### src/rtl/riscv_pkg.sv
// Shared pipeline definitions: MEM-stage FSM encodings and data-memory timeout defaults.
package riscv_pkg;

  typedef enum logic [1:0] {
    ST_IDLE = 2'd0,
    ST_REQ  = 2'd1,
    ST_DONE = 2'd2
  } mem_state_e;

  localparam int unsigned MEM_TIMEOUT_DEF = 16;

  // Counter width for a wait limit; never narrower than one bit.
  function automatic int unsigned cnt_width(input int unsigned limit);
    return (limit <= 2) ? 1 : $clog2(limit);
  endfunction

endpackage

### src/rtl/mem_timeout_cnt.sv
// REQ-phase wait counter; expired is high while the count sits at TIMEOUT-1.
module mem_timeout_cnt
  import riscv_pkg::*;
#(
  parameter int unsigned TIMEOUT = MEM_TIMEOUT_DEF
) (
  input  logic clk,
  input  logic reset,
  input  logic i_clr,
  input  logic i_en,
  output logic o_expired_c
);

  localparam int unsigned CNT_W = cnt_width(TIMEOUT);

  logic [CNT_W-1:0] r_cnt;

  always_ff @(posedge clk or posedge reset) begin
    if (reset) begin
      r_cnt <= '0;
    end else if (i_clr) begin
      r_cnt <= '0;
    end else if (i_en) begin
      r_cnt <= r_cnt + CNT_W'(1);
    end
  end

  assign o_expired_c = (r_cnt == CNT_W'(TIMEOUT - 1));

endmodule

### src/rtl/mem_access_ctrl.sv
// MEM-stage data-memory sequencer: IDLE -> REQ -> DONE over a req/ack port, stalling the pipeline.
// Optional REQ timeout (mem_err) is built when MEM_TIMEOUT_EN is defined.
module mem_access_ctrl
  import riscv_pkg::*;
#(
  parameter int unsigned ADDR_W  = 32,
  parameter int unsigned DATA_W  = 32
`ifdef MEM_TIMEOUT_EN
  , parameter int unsigned TIMEOUT = MEM_TIMEOUT_DEF
`endif
) (
  input  logic              clk,
  input  logic              reset,
  input  logic              MemRead_MEM,
  input  logic              MemWrite_MEM,
  input  logic [ADDR_W-1:0] ALU_OUT_MEM,
  input  logic [DATA_W-1:0] REG2_DATA_MEM,
  output logic              dmem_req,
  output logic              dmem_we,
  output logic [ADDR_W-1:0] dmem_addr,
  output logic [DATA_W-1:0] dmem_wdata,
  input  logic              dmem_ack,
  input  logic [DATA_W-1:0] dmem_rdata,
  output logic              stall_mem,
  output logic [DATA_W-1:0] rdata_mem,
  output logic              rdata_valid,
  output logic              mem_err
);

  mem_state_e r_state;
  mem_state_e w_next;

  logic              r_req;
  logic              r_we;
  logic [ADDR_W-1:0] r_addr;
  logic [DATA_W-1:0] r_wdata;
  logic [DATA_W-1:0] r_rdata;
  logic              r_rdata_valid;

  logic w_start;
  logic w_in_req;
  logic w_ack;
  logic w_timeout;

  assign w_start  = (r_state == ST_IDLE) & (MemRead_MEM | MemWrite_MEM);
  assign w_in_req = (r_state == ST_REQ);
  assign w_ack    = w_in_req & dmem_ack;

`ifdef MEM_TIMEOUT_EN
  logic w_expired;
  logic r_mem_err;

  mem_timeout_cnt #(
    .TIMEOUT (TIMEOUT)
  ) u_timeout_cnt (
    .clk         (clk),
    .reset       (reset),
    .i_clr       (w_start),
    .i_en        (w_in_req & ~dmem_ack),
    .o_expired_c (w_expired)
  );

  // A same-cycle ack beats the timeout.
  assign w_timeout = w_in_req & ~dmem_ack & w_expired;

  always_ff @(posedge clk or posedge reset) begin
    if (reset) begin
      r_mem_err <= 1'b0;
    end else begin
      r_mem_err <= w_timeout;
    end
  end

  assign mem_err = r_mem_err;
`else
  assign w_timeout = 1'b0;
  assign mem_err   = 1'b0;
`endif

  always_ff @(posedge clk or posedge reset) begin
    if (reset) begin
      r_state <= ST_IDLE;
    end else begin
      r_state <= w_next;
    end
  end

  always_comb begin
    w_next = r_state;
    case (r_state)
      ST_IDLE: if (w_start) w_next = ST_REQ;
      ST_REQ:  if (w_ack || w_timeout) w_next = ST_DONE;
      ST_DONE: w_next = ST_IDLE;
      default: w_next = ST_IDLE;
    endcase
  end

  // Memory-port and result registers; acks outside REQ never reach here.
  always_ff @(posedge clk or posedge reset) begin
    if (reset) begin
      r_req         <= 1'b0;
      r_we          <= 1'b0;
      r_addr        <= '0;
      r_wdata       <= '0;
      r_rdata       <= '0;
      r_rdata_valid <= 1'b0;
    end else begin
      r_rdata_valid <= 1'b0;
      if (w_start) begin
        r_req   <= 1'b1;
        r_we    <= MemWrite_MEM;
        r_addr  <= ALU_OUT_MEM;
        r_wdata <= REG2_DATA_MEM;
      end
      if (w_ack) begin
        r_req         <= 1'b0;
        r_rdata_valid <= 1'b1;
        if (!r_we) begin
          r_rdata <= dmem_rdata;
        end
      end else if (w_timeout) begin
        r_req         <= 1'b0;
        r_rdata       <= '0;
        r_rdata_valid <= 1'b1;
      end
    end
  end

  assign stall_mem   = w_start | w_in_req;
  assign dmem_req    = r_req;
  assign dmem_we     = r_we;
  assign dmem_addr   = r_addr;
  assign dmem_wdata  = r_wdata;
  assign rdata_mem   = r_rdata;
  assign rdata_valid = r_rdata_valid;

endmodule
### config.mk
export PLATFORM = sky130hd
export DESIGN_NAME = mem_access_ctrl
export DESIGN_NICKNAME = d
export VERILOG_FILES = /design/src/rtl/riscv_pkg.sv /design/src/rtl/mem_timeout_cnt.sv /design/src/rtl/mem_access_ctrl.sv
export SDC_FILE = /design/constraint.sdc
export NUM_CORES = 1
export LEC_CHECK = 0
export BUFFER_PORTS_ARGS = -buffer_cell sky130_fd_sc_hd__buf_2
export CAP_MARGIN = 20
export CORE_MARGIN = 4
export CORE_UTILIZATION = 39
export DETAILED_ROUTE_END_ITERATION = 8
export PLACE_DENSITY = 0.7
export SKIP_LAST_GASP = 1
export SLEW_MARGIN = 30
export SYNTH_ARGS = -nofsm -noshare
export SYNTH_HDL_FRONTEND = slang
export SYNTH_SLANG_ARGS = --single-unit
### constraint.sdc
create_clock -name clk -period 6.9 [get_ports clk]
set_input_delay 1.38 -clock clk [delete_from_list [all_inputs] [get_ports clk]]
set_output_delay 1.38 -clock clk [all_outputs]
set_load 0.02 [all_outputs]
==> out/results.tsv, run 1 <==
metric	value	unit
drt-total-wl	8.72	mm
grt_pass1_vias	2725	
rrSetupSlack	4710	ps
grt_use_total	15.0	%
drc	0	
pwr_density_cell	499	mW/mm^2
synth_top_area_cell	dfrtp_1	
ys_warn_count	0	
tightest_slew	704	ps
max_slew_margin	53.1	%
die_h	109	um
synth_common_cells	101 x dfrtp_1, 66 x mux2_2, 30 x mux2_4	
min_path_type	reg -> reg	
ys_types	20	
path_class	in -> out	
cts_sinks	101	
diodes	0	
die_w	109	um
grt_start_max_net_pins	56	
start_util	40.2	%
viasPerCell	4.58	
drive_gt1_share	73.3	%
cts.htree.levels	3	
synth_cells	224	
setup_tns	0	ps
critical_path.max_stage_delay	260	ps
portBuffers	200	
insertion_delay	370	ps
row_count	36	
cts-root-buf	clkbuf_8	
synth-seq-cells	101	
yosysMostFrequentCell	dfrtp_1	
p_total	2.61	mW
cp.arrival	1980	ps
crit_top_cell	buf_2	
synth_edf_count	0	
crit_required	5520	ps
critPathMaxFanout	3	
syn_area_per_cell	17.7	sq um
cts_resized	0	
p_leak	2.61	nW
antenna_found_initial	0	
final_nets	527	
grt_pass1_wl	13.5	mm
setup_viol	0	
grt_setup_unrepaired	no	
cp_slowest_cell	nor3_1	
overflow	0	
core_region_area	0.00986	sq mm
ys_async_sr_fraction	100	%
path_cells	buf_2 -> nor3_1 -> nor2_1 -> buf_2	
firstDrtPassIters	4	
post_cts_buffers	0	
max_freq	298	MHz
hold_buffers	0	
drv_cap	0	
fin_crit_sh	48.7	%
synth_nets	325	
post_drt_wl_per_cell	15.5	um
drv_slew	0	
startpoint_type	primary input	
hold_viol_final	0	
post-route-util	53.1	%
dp_hpwl	6.43	mm
ys.flop_type	dfrtp_1	
io_pins	202	
gp_congestion	0.676	
clk_pin_slew	90	ps
finClkSkew	7.88	ps
clk_path_buf_depth	2	
yosysSeqAreaShare	63.7	%
nFillCells	863	
outcome	complete, no violations	
drt_iter0_drc	87	
die_area	0.0119	sq mm
cts_buffers	9	
tritoncts	done	
antenna_left	0	
synth_top_area_share	63.7	%
yosys-top-cells-area	dfrtp_1 64%, mux2_2 19%, mux2_4 11%, buf_6 1.7%, buf_12 1.5%	
vias	2581	
cp-end-kind	primary output	
ir_drop	0.000282	V
final.min_clock_period	3360	ps
syn_area	0.00397	sq mm
area_delta_synth_final	32.1	%
==> worst max-delay path: cells and delay by family <==
family	cells	cell delay, ps
buffers and inverters	2	280
and+or+nand+nor	2	320
==> registers in the layout, indices dropped and copies added (netlist names) <==
signal and count:
dmem_addr 32, dmem_req 1, dmem_wdata 32, dmem_we 1, r_state 2, rdata_mem 32, rdata_valid 1
==> metrics by stage <==
stage | instances | setup slack, ps | area, sq um | hold slack (ps)
after floorplan | 224 | 2870 | 3970 | 468
after global placement | 547 | 3570 | 5010 | 484
after detailed placement | 548 | 3560 | 5030 | 490
after CTS | 564 | 3550 | 5240 | 511
after global routing | 564 | 3460 | 5240 | 522
final | 564 | 3540 | 5240 | 507
==> cells by family after synthesis <==
family,after synthesis,synth area share [%]
multiplexers,96,30.1
buffers and inverters,13,3.81
AO/OA/AOI/OAI,4,0.820
other,1,0.0945
AND/OR/NAND/NOR,9,1.51
flip-flops,101,63.7
==> power by group <==
part	leakage (nW)	internal (mW)	switching [mW]
Sequential	1.19	0.882	0.153
Combinational	1.32	0.536	0.646
Clock	0.107	0.203	0.193
Total	2.61	1.62	0.992
==> layout make-up <==
class,instances,area [sq um],area share (%)
Clock buffer,11,131,2.51
Clock inverter,5,75.1,1.43
Inverter,1,6.26,0.119
Multi-Input combinational cell,110,1290,24.6
Sequential cell,101,2530,48.2
Tap cell,133,166,3.17
Timing Repair Buffer,203,1040,19.9
==> worst paths after layout <==
path | cells after the start | start | to
setup / recovery | 4 | MemWrite_MEM | stall_mem
hold / removal | 1 | dmem_wdata[6] | dmem_wdata[6]
setup reg to reg | 4 | r_state[1] | dmem_addr[10]
hold reg to reg | 1 | dmem_wdata[6] | dmem_wdata[6]
max in group asynchronous | 3 | reset | dmem_addr[8]
min in group asynchronous | 2 | reset | rdata_mem[7]
==> placed cells by master (no fill, tap or decap), types with 2 or more instances in the layout <==
cell type,count
buf_2,200
buf_4,2
nor2_1,2
clkbuf_1,2
and3b_1,2
clkinv_2,3
mux2_2,66
dfrtp_1,101
bufinv_16,2
mux2_4,30
clkbuf_8,9
==> per-layer routing <==
layer  share of wire [%]  track usage [%]  routed length [um]  up-vias
met5                   0                0                   0        -
met4                 1.1             4.60                 100        0
met3                 9.6             6.69                 840       10
met2                  50             24.9                4330      117
met1                  40             17.5                3450     1272
li1                    -                -                   -     1182
No activity file was read; power rests on OpenSTA's default activity.
==> inputs of run 2 (changes only) <==
==> constraint.sdc (replaced) <==
create_clock -name clk -period 3.3 [get_ports clk]
set_input_delay 0.66 -clock clk [delete_from_list [all_inputs] [get_ports clk]]
set_output_delay 0.66 -clock clk [all_outputs]
set_load 0.02 [all_outputs]
==> run 2 against run 1 <==
Compared with the run above: sequential share of layout area up 0.069 points; routed wire length is 3.9% higher; register-to-register slack got worse by 3600 ps; hold slack worse by 50 ps.
==> out/results.tsv, run 2 (same netlist as run 1, synthesis figures left out) <==
metric	value	unit	change
finClkSkew	6.73	ps	was 7.88 ps
final_nets	527		unchanged
row_count	36		unchanged
min_path_type	in -> async		was reg -> reg
cts_sinks	101		unchanged
gp_congestion	0.704		was 0.676
hold_viol_final	0		unchanged
grt_start_max_net_pins	102		was 56
overflow	0		unchanged
vias	2578		was 2581
cp.arrival	2420	ps	was 1980 ps
pwr_density_cell	1040	mW/mm^2	was 499 mW/mm^2
diodes	0		unchanged
insertion_delay	350	ps	was 370 ps
final.min_clock_period	2190	ps	
die_w	109	um	unchanged
die_h	109	um	unchanged
timing.rr.start	r_state[0]		was r_state[1]
post_drt_wl_per_cell	16.1	um	was 15.5 um
ir_drop	0.000685	V	was 0.000282 V
cts_resized	0		unchanged
grt_pass1_wl	13.5	mm	about the same
die_area	0.0119	sq mm	unchanged
p_leak	2.60	nW	was 2.61 nW
crit_required	3540	ps	was 5520 ps
viasPerCell	4.57		was 4.58
hold_buffers	0		unchanged
tightest_slew	895	ps	was 704 ps
final_common_cell	buf_2		unchanged
drv_slew	0		unchanged
clk_path_buf_depth	2		unchanged
start_util	40.2	%	unchanged
cp-end-kind	flop		was primary output
area_delta_synth_final	31.9	%	was 32.1%
drc	0		unchanged
rrSetupSlack	1110	ps	was 4710 ps
portBuffers	200		unchanged
grt_use_total	14.8	%	was 15.0%
path_class	reg -> reg		was in -> out
antenna_found_initial	0		unchanged
r2r-end	dmem_addr[15]		was dmem_addr[10]
io_pins	202		unchanged
layout_common_cells	200 x buf_2, 101 x dfrtp_1, 66 x mux2_2		unchanged
cts-root-buf	clkbuf_8		unchanged
cp_slowest_cell	o21a_2		was nor3_1
setup_tns	0	ps	unchanged
post_cts_buffers	0		unchanged
firstDrtPassIters	5		was 4
critPathMaxFanout	34		was 3
drv_cap	0		unchanged
hold_ws	456	ps	was 507 ps
drt_iter0_drc	109		was 87
antenna_left	0		unchanged
startpoint_type	flop		was primary input
core_region_area	0.00986	sq mm	unchanged
path_cells	nor2_1 -> o21a_2 -> buf_12 -> mux2_2		was buf_2 -> nor3_1 -> nor2_1 -> buf_2
seqPwrFrac	39.8	%	was 39.6%
cts_buffers	9		unchanged
max_slew_margin	40.3	%	was 53.1%
tritoncts	done		unchanged
reg2reg_depth	4		unchanged
grt_setup_unrepaired	no		unchanged
crit_start	r_state[0]		was MemWrite_MEM
p_total	5.43	mW	was 2.61 mW
max_freq	457	MHz	
cts.htree.levels	3		unchanged
p_comb_share	46.0	%	was 45.2%
critical_path.max_stage_delay	770	ps	was 260 ps
grt_pass1_vias	2729		was 2725
p_int	3.34	mW	was 1.62 mW
netSwitchingFraction	38.5	%	was 38.0%
fin_crit_sh	66.3	%	
dp_hpwl	6.69	mm	was 6.43 mm
clk_pin_slew	90	ps	about the same
setup_viol	0		unchanged
outcome	complete, no violations		unchanged
cp-endpoint	dmem_addr[15]		was stall_mem
drt-total-wl	9.06	mm	was 8.72 mm
drive_gt1_share	73.3	%	unchanged
clockPowerShare	14.2	%	was 15.1%
power_switching	2.09	mW	was 0.992 mW
## run 2: metrics by stage
step / cell area (sq um) / setup WS [ps] / std cells / util [%]
after floorplan: 3970 / 1440 / 224 / -
after global placement: 5040 / 1040 / 548 / 51.1
after detailed placement: 5040 / 988 / 548 / 51.1
after CTS: 5230 / 1080 / 564 / 53.1
after global routing: 5230 / 984 / 564 / 53.1
final: 5230 / 1110 / 564 / 53.1
## run 2: worst min path at each step
stage              startpoint  slack (ps)              to  cells after the start
4_1_cts                 reset         460   dmem_addr[24]                      3
3_3_place_gp   dmem_wdata[27]         480  dmem_wdata[27]                      1
5_1_grt                 reset         480    dmem_addr[8]                      3
3_5_place_dp    rdata_mem[16]         490   rdata_mem[16]                      1
2_1_floorplan      r_state[1]         470      r_state[0]                      1
6_report                reset         460   dmem_addr[24]                      3
## run 2: cell type report
class                   instances  area, sq um
repair buffers                203         1050
flip-flops and latches        101         2530
multi-input cells             110         1290
well taps                     133          166
clock inverters                 4         47.5
inverters                       1         7.51
clock buffers                  12          145
fillers                       838         4630
## run 2: power by group through the flow
stage / Combinational, mW / Clock [mW] / Sequential [mW]
floorplan: 0.942 / 0 / 2.93
global placement: 2.49 / 0 / 2.16
detailed placement: 2.53 / 0 / 2.18
CTS: 2.54 / 0.805 / 2.17
global route: 2.64 / 0.855 / 2.24
finish: 2.50 / 0.770 / 2.16
## run 2: critical path, delay by kind of cell, from the launching register on
family                 cells  cell delay, ps
and+or+nand+nor            1             190
DFF                        1             440
buffers and inverters      1             290
muxes                      1             360
AOI/OAI and AO/OA          1             770
## run 2: metal layers
layer	share of wire, %	global-route usage [%]	vias to the layer above
li1	-	-	1186
met1	36	15.4	1253
met2	51	26.0	125
met3	11	7.34	14
met4	2.0	4.69	0
met5	0	0	-
==> inputs of run 3 (changes only) <==
--- a/config.mk
+++ b/config.mk
@@ -5,6 +5,7 @@
 export SDC_FILE = /design/constraint.sdc
 export NUM_CORES = 1
 export LEC_CHECK = 0
+export ABC_AREA = 1
 export BUFFER_PORTS_ARGS = -buffer_cell sky130_fd_sc_hd__buf_2
 export CAP_MARGIN = 20
 export CORE_MARGIN = 4
==> constraint.sdc (replaced) <==
create_clock -name clk -period 2.2 [get_ports clk]
set_input_delay 0.44 -clock clk [delete_from_list [all_inputs] [get_ports clk]]
set_output_delay 0.44 -clock clk [all_outputs]
set_load 0.02 [all_outputs]
==> run 3 against run 2 <==
Compared with the run above: first-iteration DRC count increased to 3.5 times the previous value; total power increased by 53%; sequential power increased by 50%; via count increased by 44%; combinational power increased by 58%; global-route usage increased by 3.6 points; clock skew increased by 5.1 ps; die area increased by 2.1%; clock power increased by 49%; hold slack got worse by 220 ps; critical endpoint is now stall_mem; largest power group unchanged.
==> out/results.tsv, run 3 <==
metric	value	unit	change
outcome	complete, no violations		unchanged
hold_ws	232	ps	was 456 ps
die_w	110	um	was 109 um
row_count	36		unchanged
cts_buffers	9		unchanged
postPlaceCellArea	0.00513	sq mm	was 0.00504 sq mm
drt-total-wl	11.1	mm	was 9.06 mm
pwr_density_cell	1560	mW/mm^2	was 1040 mW/mm^2
ys_warn_count	0		unchanged
drv_cap	0		unchanged
drv_slew	0		unchanged
diodes	0		unchanged
max_slew_margin	55.9	%	was 40.3%
setup_tns	0	ps	unchanged
tritoncts	done		unchanged
synth_common_cells	197 x nand2_1, 101 x dfrtp_1, 64 x nand3_1		was 101 x dfrtp_1, 66 x mux2_2, 30 x mux2_4
yosys-top-cells-area	dfrtp_1 62%, nand2_1 18%, nand3_1 7.9%, nand4_1 5.1%, buf_2 2.6%		was dfrtp_1 64%, mux2_2 19%, mux2_4 11%, buf_6 1.7%, buf_12 1.5%
setup_viol	0		unchanged
overflow	0		unchanged
clk_pin_slew	90	ps	about the same
min_path_type	in -> async		unchanged
max_freq	592	MHz	
antenna_left	0		unchanged
cts.htree.levels	3		unchanged
synth_cells	446		was 224
drive_gt1_share	36.4	%	was 73.3%
gp_congestion	0.793		was 0.704
portBuffers	200		unchanged
startpoint_type	flop		unchanged
synth-seq-cells	101		unchanged
hold_viol_final	0		unchanged
syn_area	0.00406	sq mm	was 0.00397 sq mm
tightest_slew	662	ps	was 895 ps
reg2reg_depth	4		unchanged
ir_drop	0.000772	V	was 0.000685 V
layout_common_cells	200 x buf_2, 195 x nand2_1, 101 x dfrtp_1		was 200 x buf_2, 101 x dfrtp_1, 66 x mux2_2
timing.rr.start	r_state[1]		was r_state[0]
final_nets	733		was 527
clk_path_buf_depth	2		unchanged
crit_required	1760	ps	was 3540 ps
core_region_area	0.00995	sq mm	was 0.00986 sq mm
area_delta_synth_final	31.2	%	was 31.9%
drc	0		unchanged
grt_pass1_wl	17.3	mm	was 13.5 mm
viasPerCell	4.82		was 4.57
grt_start_max_net_pins	102		unchanged
final_common_cell	buf_2		unchanged
io_pins	202		unchanged
synth_edf_count	0		unchanged
vias	3715		was 2578
cts-root-buf	clkbuf_8		unchanged
die_area	0.0121	sq mm	was 0.0119 sq mm
ys_async_sr_fraction	100	%	unchanged
r2r-end	dmem_wdata[25]		was dmem_addr[15]
critPathMaxFanout	4		was 34
path_class	reg -> out		was reg -> reg
hold_buffers	0		unchanged
synth_top_area_share	62.3	%	was 63.7%
fin_area	0.00533	sq mm	was 0.00523 sq mm
finClkSkew	11.8	ps	was 6.73 ps
p_leak	3.11	nW	was 2.60 nW
grt_setup_unrepaired	no		unchanged
synth_top_area_cell	dfrtp_1		unchanged
cp.arrival	1250	ps	was 2420 ps
ys_types	14		was 20
synth_nets	547		was 325
firstDrtPassIters	4		was 5
cp-end-kind	primary output		was flop
ys.flop_type	dfrtp_1		unchanged
final.min_clock_period	1690	ps	
yosysMostFrequentCell	nand2_1		was dfrtp_1
die_h	110	um	was 109 um
dp_hpwl	7.83	mm	was 6.69 mm
syn_area_per_cell	9.10	sq um	was 17.7 sq um
post_drt_wl_per_cell	14.4	um	was 16.1 um
grt_pass1_vias	3543		was 2729
antenna_found_initial	0		unchanged
cts_sinks	101		unchanged
yosysSeqAreaShare	62.3	%	was 63.7%
nFillCells	947		was 838
insertion_delay	360	ps	was 350 ps
fin_crit_sh	76.7	%	
cts_resized	0		unchanged
drt_iter0_drc	384		was 109
post_cts_buffers	0		unchanged
start_util	40.8	%	was 40.2%
grt_use_total	18.4	%	was 14.8%
rrSetupSlack	710	ps	was 1110 ps
run 3: worst max-delay path by stage:
stage | slack [ps] | end | start
floorplan | 560 | dmem_addr[0] | reset
global placement | 740 | r_state[0] | MemWrite_MEM
CTS | 480 | stall_mem | r_state[1]
global route | 430 | stall_mem | r_state[1]
finish | 510 | stall_mem | r_state[1]
detailed placement | 700 | r_state[0] | MemWrite_MEM
run 3: layout make-up:
class / count / area (sq um) / share of cell area [%]
flip-flops and latches: 101 / 2530 / 47.5
multi-input cells: 302 / 1320 / 24.8
repair buffers: 210 / 1090 / 20.4
well taps: 133 / 166 / 3.13
clock buffers: 9 / 124 / 2.33
clock inverters: 7 / 66.3 / 1.25
inverters: 8 / 33.8 / 0.634
run 3: power breakdown:
group	switching, mW	leakage, nW	total, mW	internal [mW]
Clock	0.628	0.0987	1.15	0.520
Sequential	0.495	1.25	3.23	2.74
Combinational	2.73	1.76	3.95	1.22
Total	3.85	3.11	8.33	4.47
run 3: logic make-up (layout without fill, tap and decap cells):
logic type	after synthesis	after routing	share of synthesized area, %
compound gates	3	3	0.462
buf+inv	43	234	5.55
flops	101	101	62.3
other cells	1	1	0.0924
simple gates	298	298	31.6
run 3: layer usage:
layer	GRT usage, %	routed length [um]	vias up
li1	-	-	1810
met1	25.0	4730	1715
met2	27.3	5010	174
met3	5.82	1180	16
met4	7.57	195	0
met5	0	0	-
run 3: stage by stage:
| step | utilization [%] | std cells | setup WS (ps) | total power, mW |
|---|---|---|---|---|
| after CTS | 53.5 | 770 | 477 | 8.42 |
| after detailed placement | 51.6 | 754 | 697 | 7.26 |
| final | 53.5 | 770 | 512 | 8.33 |
| after global routing | 53.5 | 770 | 433 | 9.00 |
| after floorplan | - | 446 | 556 | 5.87 |
| after global placement | 51.6 | 754 | 737 | 7.17 |
run 3: worst max-delay path, stage by stage, from the launching register on:
cell and delay, ps:
dfrtp_1 430, inv_1 90, nand2_1 90, nand2_1 110
buf_2 170
